--- src/rtl/and_out_monitor.sv ---
// Counts rising edges of an asynchronous AND-gate output over a fixed window of
// WIN_LEN clock cycles. The window is started by a request and the result is held until acknowledged.
module and_out_monitor #(
  parameter int WIN_LEN = 16,
  parameter int CNT_W   = 8
) (
  input  logic             clk,
  input  logic             rst,
  input  logic             Y,
  input  logic             start,
  input  logic             ack,
  output logic             busy,
  output logic             done,
  output logic [CNT_W-1:0] count,
  output logic             ovf,
  output logic [1:0]       state_o
);

  if (WIN_LEN < 1) begin : g_bad_win_len
    $error("and_out_monitor: WIN_LEN must be >= 1");
  end

  localparam int                 WIN_W    = $clog2(WIN_LEN + 1);
  localparam logic [WIN_W-1:0]   WIN_INIT = WIN_W'(WIN_LEN);
  localparam logic [WIN_W-1:0]   WIN_ONE  = WIN_W'(1);
  localparam logic [CNT_W-1:0]   CNT_ONE  = CNT_W'(1);
  localparam logic [CNT_W-1:0]   CNT_MAX  = {CNT_W{1'b1}};

  // state_o exposes this encoding: IDLE=0, ARM=1, COUNT=2, DONE=3.
  typedef enum logic [1:0] {
    S_IDLE  = 2'd0,
    S_ARM   = 2'd1,
    S_COUNT = 2'd2,
    S_DONE  = 2'd3
  } state_t;

  state_t             state_q, state_d;
  logic               s1_q, s2_q, p_q;
  logic [WIN_W-1:0]   win_q, win_d;
  logic [CNT_W-1:0]   count_q, count_d;
  logic               ovf_q, ovf_d;
  logic               rise;

  // s1/s2 resolve metastability on Y; p holds the previous synchronised level.
  assign rise = s2_q & ~p_q;

  always_ff @(posedge clk or posedge rst) begin
    if (rst) begin
      s1_q    <= 1'b0;
      s2_q    <= 1'b0;
      p_q     <= 1'b0;
      state_q <= S_IDLE;
      win_q   <= '0;
      count_q <= '0;
      ovf_q   <= 1'b0;
    end else begin
      s1_q    <= Y;
      s2_q    <= s1_q;
      p_q     <= s2_q;
      state_q <= state_d;
      win_q   <= win_d;
      count_q <= count_d;
      ovf_q   <= ovf_d;
    end
  end

  always_comb begin
    state_d = state_q;
    win_d   = win_q;
    count_d = count_q;
    ovf_d   = ovf_q;
    case (state_q)
      S_IDLE: begin
        if (start) state_d = S_ARM;
      end
      S_ARM: begin
        count_d = '0;
        ovf_d   = 1'b0;
        win_d   = WIN_INIT;
        state_d = S_COUNT;
      end
      S_COUNT: begin
        win_d = win_q - WIN_ONE;
        // Saturate rather than wrap so a full-scale count is never mistaken for a small one.
        if (rise) begin
          if (count_q == CNT_MAX) ovf_d = 1'b1;
          else                    count_d = count_q + CNT_ONE;
        end
        if (win_q == WIN_ONE) state_d = S_DONE;
      end
      S_DONE: begin
        if (ack) state_d = S_IDLE;
      end
      default: state_d = S_IDLE;
    endcase
  end

  assign busy    = (state_q == S_ARM) || (state_q == S_COUNT);
  assign done    = (state_q == S_DONE);
  assign count   = count_q;
  assign ovf     = ovf_q;
  assign state_o = state_q;

endmodule

--- config.mk ---
export PLATFORM = sky130hd
export DESIGN_NAME = and_out_monitor
export DESIGN_NICKNAME = d
export VERILOG_FILES = /design/src/rtl/and_out_monitor.sv
export SDC_FILE = /design/constraint.sdc
export NUM_CORES = 1
export LEC_CHECK = 0
export ABC_CLOCK_PERIOD_IN_PS = 2300
export BUFFER_PORTS_ARGS = -buffer_cell sky130_fd_sc_hd__buf_2
export CAP_MARGIN = 20
export CORE_UTILIZATION = 30
export CTS_CLUSTER_SIZE = 24
export DETAILED_ROUTE_END_ITERATION = 10
export GPL_TIMING_DRIVEN = 1
export PLACE_DENSITY = 0.49
export SKIP_CTS_REPAIR_TIMING = 1
export SLEW_MARGIN = 20
export SYNTH_ARGS = -nofsm -noshare
export SYNTH_HDL_FRONTEND = slang
export SYNTH_SLANG_ARGS = --single-unit
--- constraint.sdc ---
create_clock -name clk -period 2.3 [get_ports clk]
set_clock_uncertainty 0.05 [all_clocks]
set_input_delay 0.115 -clock clk [delete_from_list [all_inputs] [get_ports clk]]
set_output_delay 0.115 -clock clk [all_outputs]
set_load 0.03 [all_outputs]
==> flow_metrics.tcl, run 1 <==
set metrics [dict create \
    hold_depth 4 \
    outcome "completed" \
    nets 131 \
    maxCapViolations 0 \
    slew_headroom_pct 50.9 \
    synthCells 98 \
    setup_tns_ps 0 \
    synth.yosys.seq_area_share_pct 45.6 \
    cts-root-buf "clkbuf_4" \
    critPathMaxFanout 6 \
    ir_drop_uv 319 \
    synth_seq_cells 19 \
    dr.pass1.iters 4 \
    wl_per_cell_um 13.4 \
    htree_levels 1 \
    dp_hpwl_um 1610 \
    boundaryPins 18 \
    globalRouteTotalUtil_pct 13.8 \
    setup-violations-final 0 \
    synth_simple_gate_area_share_pct 15.5 \
    cts.reportedPaths.clkPinSlew_ps 110 \
    drt_iter0_markers 38 \
    drc_errors 0 \
    synth_compound_area_share_pct 16.5 \
    vias 808 \
    routed_wl_um 2210 \
    max_freq_ghz 0.548 \
    reg2regPathDepth 6 \
    cts_tree "yes" \
    clock_sink_count 19 \
    grt_max_degree 20 \
    synth_top_cell_by_area "dfrtp_1" \
    synth_adder_area_share_pct 7.19 \
    die_h_um 61.0 \
    finalCritPeriodShare_pct 79.4 \
    start_kind "flop" \
    syn_avg_cell_area_um2 10.6 \
    synth_xor_area_share_pct 2.52 \
    die_area_um2 3720 \
    cts_max_path_buffers 2 \
    min_path_type "input pin to flop" \
    power_frac_seq_pct 34.0 \
    crit_arrival_ps 1980 \
    antenna_found_initial 0 \
    globalplace.congestion 0.815 \
    power_leakage_nw 0.571 \
    worstMarginPinSlew_ps 736 \
    period_needed_ps 1830 \
    p_clk_share_pct 12.9 \
    io_buffers 17 \
    numCtsBuffers 3 \
    share_comb_of_total_power_pct 53.1 \
    async_flop_share_pct 100 \
    ant_nets 0 \
    finalHoldViolCount 0 \
    ys.flop_type "dfrtp_1" \
    end_kind "flop" \
    worstSetupPathType "flop to flop" \
    dieWidth_um 61.0 \
    core_um2 3340 \
    min-delay-start "start" \
    synthMuxAreaShare_pct 7.67 \
    fin_area_um2 1230 \
    holdPathEnd "state_o[1]" \
    grt_pass1_vias 794 \
    grt_first_pass_wirelength_um 3640 \
    powerDensity_nw_per_um2 1100 \
    synthTopCellsByArea "dfrtp_1 (46%), mux2i_1 (7.7%), ha_1 (7.2%)" \
    yosys_warnings 0 \
    initial_core_util_pct 31.3 \
    vias_per_cell 4.90 \
    syn_to_final_growth_pct 17.5 \
    reg2reg_to "count[4]" \
    clk_latency_ps 300 \
    nFillCells 347 \
    r2r-start "state_o[1]" \
    synth_top_family_by_area "compound AO/OA/AOI/OAI gates" \
    internal_power_mw 0.712 \
    reg2reg_slack_ps 470 \
    grt_overflow 0 \
    drv_slew 0 \
    rsz0062_at_grt "no" \
    placed_area_um2 1180 \
    synth_edf_count 0 \
    syn_nets 109 \
    switching_share_pct 47.4 \
    yosysUniqueCellTypes 37 \
    cp_data_required_time_ps 2450 \
    startpoint "state_o[1]" \
    rows 21 \
    drive_gt1_share_pct 26.1 \
    synth_top_area_share_pct 45.6 \
    fin_total_pwr_mw 1.35 \
    diodes 0 \
    p_switching_mw 0.640 \
    syn_area_um2 1040 \
]
Yosys cell counts, types with 2 or more instances:
cell        n
dfrtp_1    19
inv_1       8
mux2i_1     8
ha_1        6
nand2_1     5
a21oi_1     4
nor2_1      4
nand3_1     3
nand3b_1    3
o21ai_0     3
o2bb2ai_1   3
a22o_1      2
buf_2       2
nand4_1     2
nor3_1      2
o22ai_1     2
xnor2_1     2
cell usage in the layout (no fill, tap or decap), types with 3 or more instances in the layout:
cell type / Yosys / final
a21oi_1: 4 / 4
buf_2: 2 / 17
clkbuf_4: 0 / 3
dfrtp_1: 19 / 19
ha_1: 6 / 6
inv_1: 8 / 8
mux2i_1: 8 / 8
nand2_1: 5 / 5
nand3_1: 3 / 3
nand3b_1: 3 / 3
nor2_1: 4 / 4
o21ai_0: 3 / 3
o2bb2ai_1: 3 / 3
routing by layer:
metal | share of wire, % | GRT usage, % | vias to the layer above
li1 | - | - | 405
met1 | 49 | 17.9 | 385
met2 | 47 | 21.5 | 16
met3 | 2.8 | 2.77 | 2
met4 | 0.95 | 7.79 | 0
met5 | 0 | 0 | -
how the worst max path moves through the flow:
stage	endpoint	slack (ps)	cells past startpoint
floorplan	count[4]	230	6
global placement	count[4]	530	6
detailed placement	count[4]	480	6
CTS	count[2]	480	6
global route	count[4]	330	6
finish	count[4]	470	6
worst max-delay path, stage by stage (launching register included):
cell	delay [ps]
dfrtp_1	410
inv_1	70
ha_1	360
nand3b_1	230
a21oi_2	260
nand4_1	120
a31o_1	230
flip-flops by register name, indices dropped and copies added (netlist names):
name / cells
s2_q: 1
win_q: 5
p_q: 1
s1_q: 1
count: 8
ovf: 1
state_o: 2
per-stage QoR:
| step | std cells | util [%] | hold WS [ps] | setup WS [ps] |
|---|---|---|---|---|
| 3_5_place_dp | 159 | 35.4 | 174 | 483 |
| 4_1_cts | 163 | 36.1 | -149 | 475 |
| 3_3_place_gp | 159 | 35.4 | 174 | 529 |
| 5_1_grt | 165 | 36.7 | 202 | 328 |
| 2_1_floorplan | 98 | - | 16.1 | 229 |
| 6_report | 165 | 36.7 | 184 | 474 |
cell type report:
| type | instances | area [um^2] | area share, % |
|---|---|---|---|
| multi-input cells | 66 | 515 | 42.0 |
| flip-flops and latches | 19 | 475 | 38.8 |
| repair buffers | 20 | 113 | 9.18 |
| well taps | 46 | 57.6 | 4.69 |
| inverters | 10 | 38.8 | 3.16 |
| clock buffers | 4 | 26.3 | 2.14 |
power by group through the flow:
stage	Clock, mW	Combinational [mW]	Sequential [mW]
after CTS	0.185	0.722	0.462
after detailed placement	0	0.722	0.468
after floorplan	0	0.489	0.512
after global routing	0.201	0.804	0.476
after global placement	0	0.717	0.463
final	0.174	0.718	0.460
kinds of logic after synthesis:
family | Yosys count
compound gates | 23
xor+xnor | 3
fa+ha+maj | 6
buf+inv | 13
flops | 19
mux | 8
simple gates | 26
Note: power is estimated with default switching activity, not from simulation.
==> run 2, diff against run 1 <==
ABC_CLOCK_PERIOD_IN_PS = 1800   (was 2300)
clock period = 1.8 ns   (was 2.3 ns; I/O delays follow)
==> flow_metrics.tcl, run 2 (synthesis results as in run 1) <==
set metrics [dict create \
    outcome "completed" \
    drc_errors 0 \
    start_kind "flop" \
    multi_input_area_um2 528 \
    die_area_um2 3720 \
    setup_tns_ps 0 \
    globalplace.congestion 0.887 \
    dieWidth_um 61.0 \
    critPathSlowestCell "dfrtp_2" \
    fin_worst_hold_slack_ps 151 \
    critPathMaxFanout 6 \
    numCtsBuffers 3 \
    path_delay_family "compound AO/OA/AOI/OAI gates" \
    boundaryPins 18 \
    path_buf_inv 1 \
    diodes 0 \
    powerDensity_nw_per_um2 1430 \
    maxCapViolations 0 \
    die_h_um 61.0 \
    cts_tree "yes" \
    worstSetupPathType "flop to flop" \
    rows 21 \
    postLayoutCoreUtil_pct 38.6 \
    worstMarginPinSlew_ps 499 \
    crit_arrival_ps 1840 \
    finalHoldViolCount 0 \
    grt_max_degree 13 \
    rsz0062_at_grt "no" \
    cts.reportedPaths.clkPinSlew_ps 120 \
    end_kind "flop" \
    slew_headroom_pct 66.7 \
    slowest_delay_ps 390 \
    vias_per_cell 4.81 \
    antenna_found_initial 0 \
    setup-violations-final 0 \
    io_buffers 17 \
    grt_pass1_vias 776 \
    power_leakage_nw 0.601 \
    cts-root-buf "clkbuf_4" \
    htree_levels 1 \
    period_needed_ps 1680 \
    core_um2 3340 \
    wl_per_cell_um 12.5 \
    drv_slew 0 \
    placed_cells 164 \
    nets 137 \
    crit_chain "inv_2 -> ha_4 -> nand3b_1 -> a21oi_2 -> nand4_1 -> a31o_1" \
    routed_wl_um 2130 \
    finalCritPeriodShare_pct 93.3 \
    placed_area_um2 1230 \
    ant_nets 0 \
    pre_cts_ws_ps 106 \
    vias 822 \
    drive_gt1_share_pct 34.4 \
    cp_data_required_time_ps 1960 \
    clk_latency_ps 300 \
    fin_area_um2 1290 \
    ir_drop_uv 384 \
    drt_iter0_markers 43 \
    dp_hpwl_um 1640 \
    cts_max_path_buffers 2 \
    nFillCells 346 \
    globalRouteTotalUtil_pct 13.0 \
    initial_core_util_pct 31.3 \
    fin_ws_ps 121 \
    clock_sink_count 19 \
    min_path_type "input pin to flop" \
    syn_to_final_growth_pct 23.4 \
    dr.pass1.iters 4 \
    max_freq_ghz 0.596 \
    fin_total_pwr_mw 1.84 \
    grt_first_pass_wirelength_um 3520 \
    largest_reg_flops 8 \
    finalNonFillerCells 171 \
    grt_overflow 0 \
    seq_area_um2 478 \
    mostFrequentLayoutCells "dfrtp_1 (17), buf_2 (17), mux2i_1 (8)" \
]
[run 2: worst register-to-register path: cells and delay by family, from the launching register on]
family	cells	cell delay [ps]
simple gates	2	310
compound gates	2	480
fa+ha+maj	1	290
buf+inv	1	60
flops	1	390
[run 2: final cells by class]
cell class	count	area share, %
clock inverter	1	0.389
clock buffer	3	1.75
tap	46	4.47
inverter	10	3.01
sequential	19	37.1
timing repair buffer	26	12.2
multi-input combinational	66	41.0
[run 2: worst paths after layout]
path                            startpoint         end  slack, ps  cells after the start
worst max-delay path            state_o[0]    count[4]        120                      6
worst min-delay path                 start  state_o[0]        150                      4
worst max register to register  state_o[0]    count[4]        120                      6
worst min register to register        s1_q        s2_q        310                      0
max in group asynchronous              rst    count[3]        920                      4
min in group asynchronous              rst    count[0]        280                      3
[run 2: layer usage]
layer  GRT usage (%)  vias up  part of all wire (%)
met5               0        -                     0
met4            4.87        0                   1.6
met3            3.41        4                   3.9
met2            19.0       19                    41
met1            18.3      388                    53
li1                -      411                     -
[run 2: power by group]
group | internal, mW | switching [mW]
sequential | 0.512 | 0.0607
combinational | 0.395 | 0.648
clock | 0.0829 | 0.143
==> run 3, diff against run 2 <==
PLACE_DENSITY = default   (was 0.49)
==> flow_metrics.tcl, run 3 (synthesis results as in run 1) <==
set metrics [dict create \
    crit_arrival_ps 1850 \
    io_buffers 17 \
    vias_per_cell 4.88 \
    vias 824 \
    setup-violations-final 0 \
    routed_wl_um 2080 \
    cts-root-buf "clkbuf_4" \
    nFillCells 347 \
    multi_input_area_um2 528 \
    syn_to_final_growth_pct 21.8 \
    core_um2 3340 \
    globalRouteTotalUtil_pct 12.3 \
    reg2reg_to "count[4]" \
    cp_data_required_time_ps 1940 \
    drc_errors 0 \
    power_leakage_nw 0.588 \
    outcome "completed" \
    cts_max_path_buffers 2 \
    period_needed_ps 1710 \
    diodes 0 \
    setup_tns_ps 0 \
    antenna_found_initial 0 \
    dp_hpwl_um 1550 \
    worstMarginPinSlew_ps 724 \
    finalNonFillerCells 169 \
    cts.reportedPaths.clkPinSlew_ps 110 \
    htree_levels 1 \
    start_kind "flop" \
    grt_max_degree 20 \
    largest_reg_flops 8 \
    drive_gt1_share_pct 32.5 \
    die_h_um 61.0 \
    drv_slew 0 \
    seq_area_um2 478 \
    slew_headroom_pct 51.7 \
    reg2reg_slack_ps 90 \
    worstSetupPathType "flop to flop" \
    rows 21 \
    wl_per_cell_um 12.3 \
    globalplace.congestion 0.889 \
    grt_pass1_vias 753 \
    nets 135 \
    clk_latency_ps 290 \
    drt_iter0_markers 22 \
    maxCapViolations 0 \
    clock_sink_count 19 \
    placed_cells 163 \
    critPathMaxFanout 6 \
    end_kind "flop" \
    cts_tree "yes" \
    holdPathEnd "state_o[0]" \
    rsz0062_at_grt "no" \
    reg2regPathDepth 6 \
    boundaryPins 18 \
    min-delay-start "start" \
    r2r-start "state_o[1]" \
    mostFrequentLayoutCells "dfrtp_1 (17), buf_2 (17), mux2i_1 (8)" \
    initial_core_util_pct 31.3 \
    ir_drop_uv 380 \
    finalHoldViolCount 0 \
    grt_overflow 0 \
    die_area_um2 3720 \
    hold_depth 4 \
    powerDensity_nw_per_um2 1430 \
    grt_first_pass_wirelength_um 3280 \
    min_path_type "input pin to flop" \
    finalCritPeriodShare_pct 95.0 \
    fin_total_pwr_mw 1.82 \
    numCtsBuffers 3 \
    max_freq_ghz 0.585 \
    dr.pass1.iters 4 \
    ant_nets 0 \
    dieWidth_um 61.0 \
]
run 3: layer usage:
metal / track usage [%] / part of all wire, % / vias up
met5: 0 / 0 / -
met4: 6.17 / 1.2 / 0
met3: 3.84 / 3.3 / 2
met2: 19.2 / 46 / 23
met1: 15.5 / 50 / 393
li1: - / - / 406
run 3: worst max-delay path, stage by stage (launching register included):
cell	delay (ps)
dfrtp_2	410
inv_2	60
ha_4	290
nand3b_1	200
a21oi_2	260
nand4_1	120
a31o_1	230
run 3: worst max path at each step:
stage / from / endpoint
floorplan: state_o[0] / count[4]
global route: state_o[1] / count[4]
global placement: state_o[1] / count[4]
detailed placement: state_o[1] / count[4]
finish: state_o[1] / count[4]
CTS: state_o[1] / count[4]
run 3: through the flow:
step / hold slack, ps / util (%) / setup WS [ps] / cell area (um^2)
6_report: 157 / 38.1 / 89.7 / 1270
5_1_grt: 190 / 38.1 / 15.7 / 1270
4_1_cts: -164 / 37.5 / 83.6 / 1250
3_5_place_dp: 151 / 36.7 / 101 / 1220
3_3_place_gp: 150 / 36.7 / 148 / 1220
2_1_floorplan: -9.01 / - / 30.2 / 1060
run 3: power by group:
group          switching (mW)  leakage [nW]  internal [mW]
combinational           0.644         0.329          0.382
clock                   0.130        0.0150         0.0861
sequential             0.0681         0.245          0.512
run 3: area by class of cell:
| cell class | instances | area share (%) |
|---|---|---|
| multi-input cells | 66 | 41.5 |
| well taps | 46 | 4.53 |
| inverters | 10 | 3.05 |
| flip-flops and latches | 19 | 37.6 |
| clock buffers | 4 | 2.07 |
| repair buffers | 24 | 11.2 |
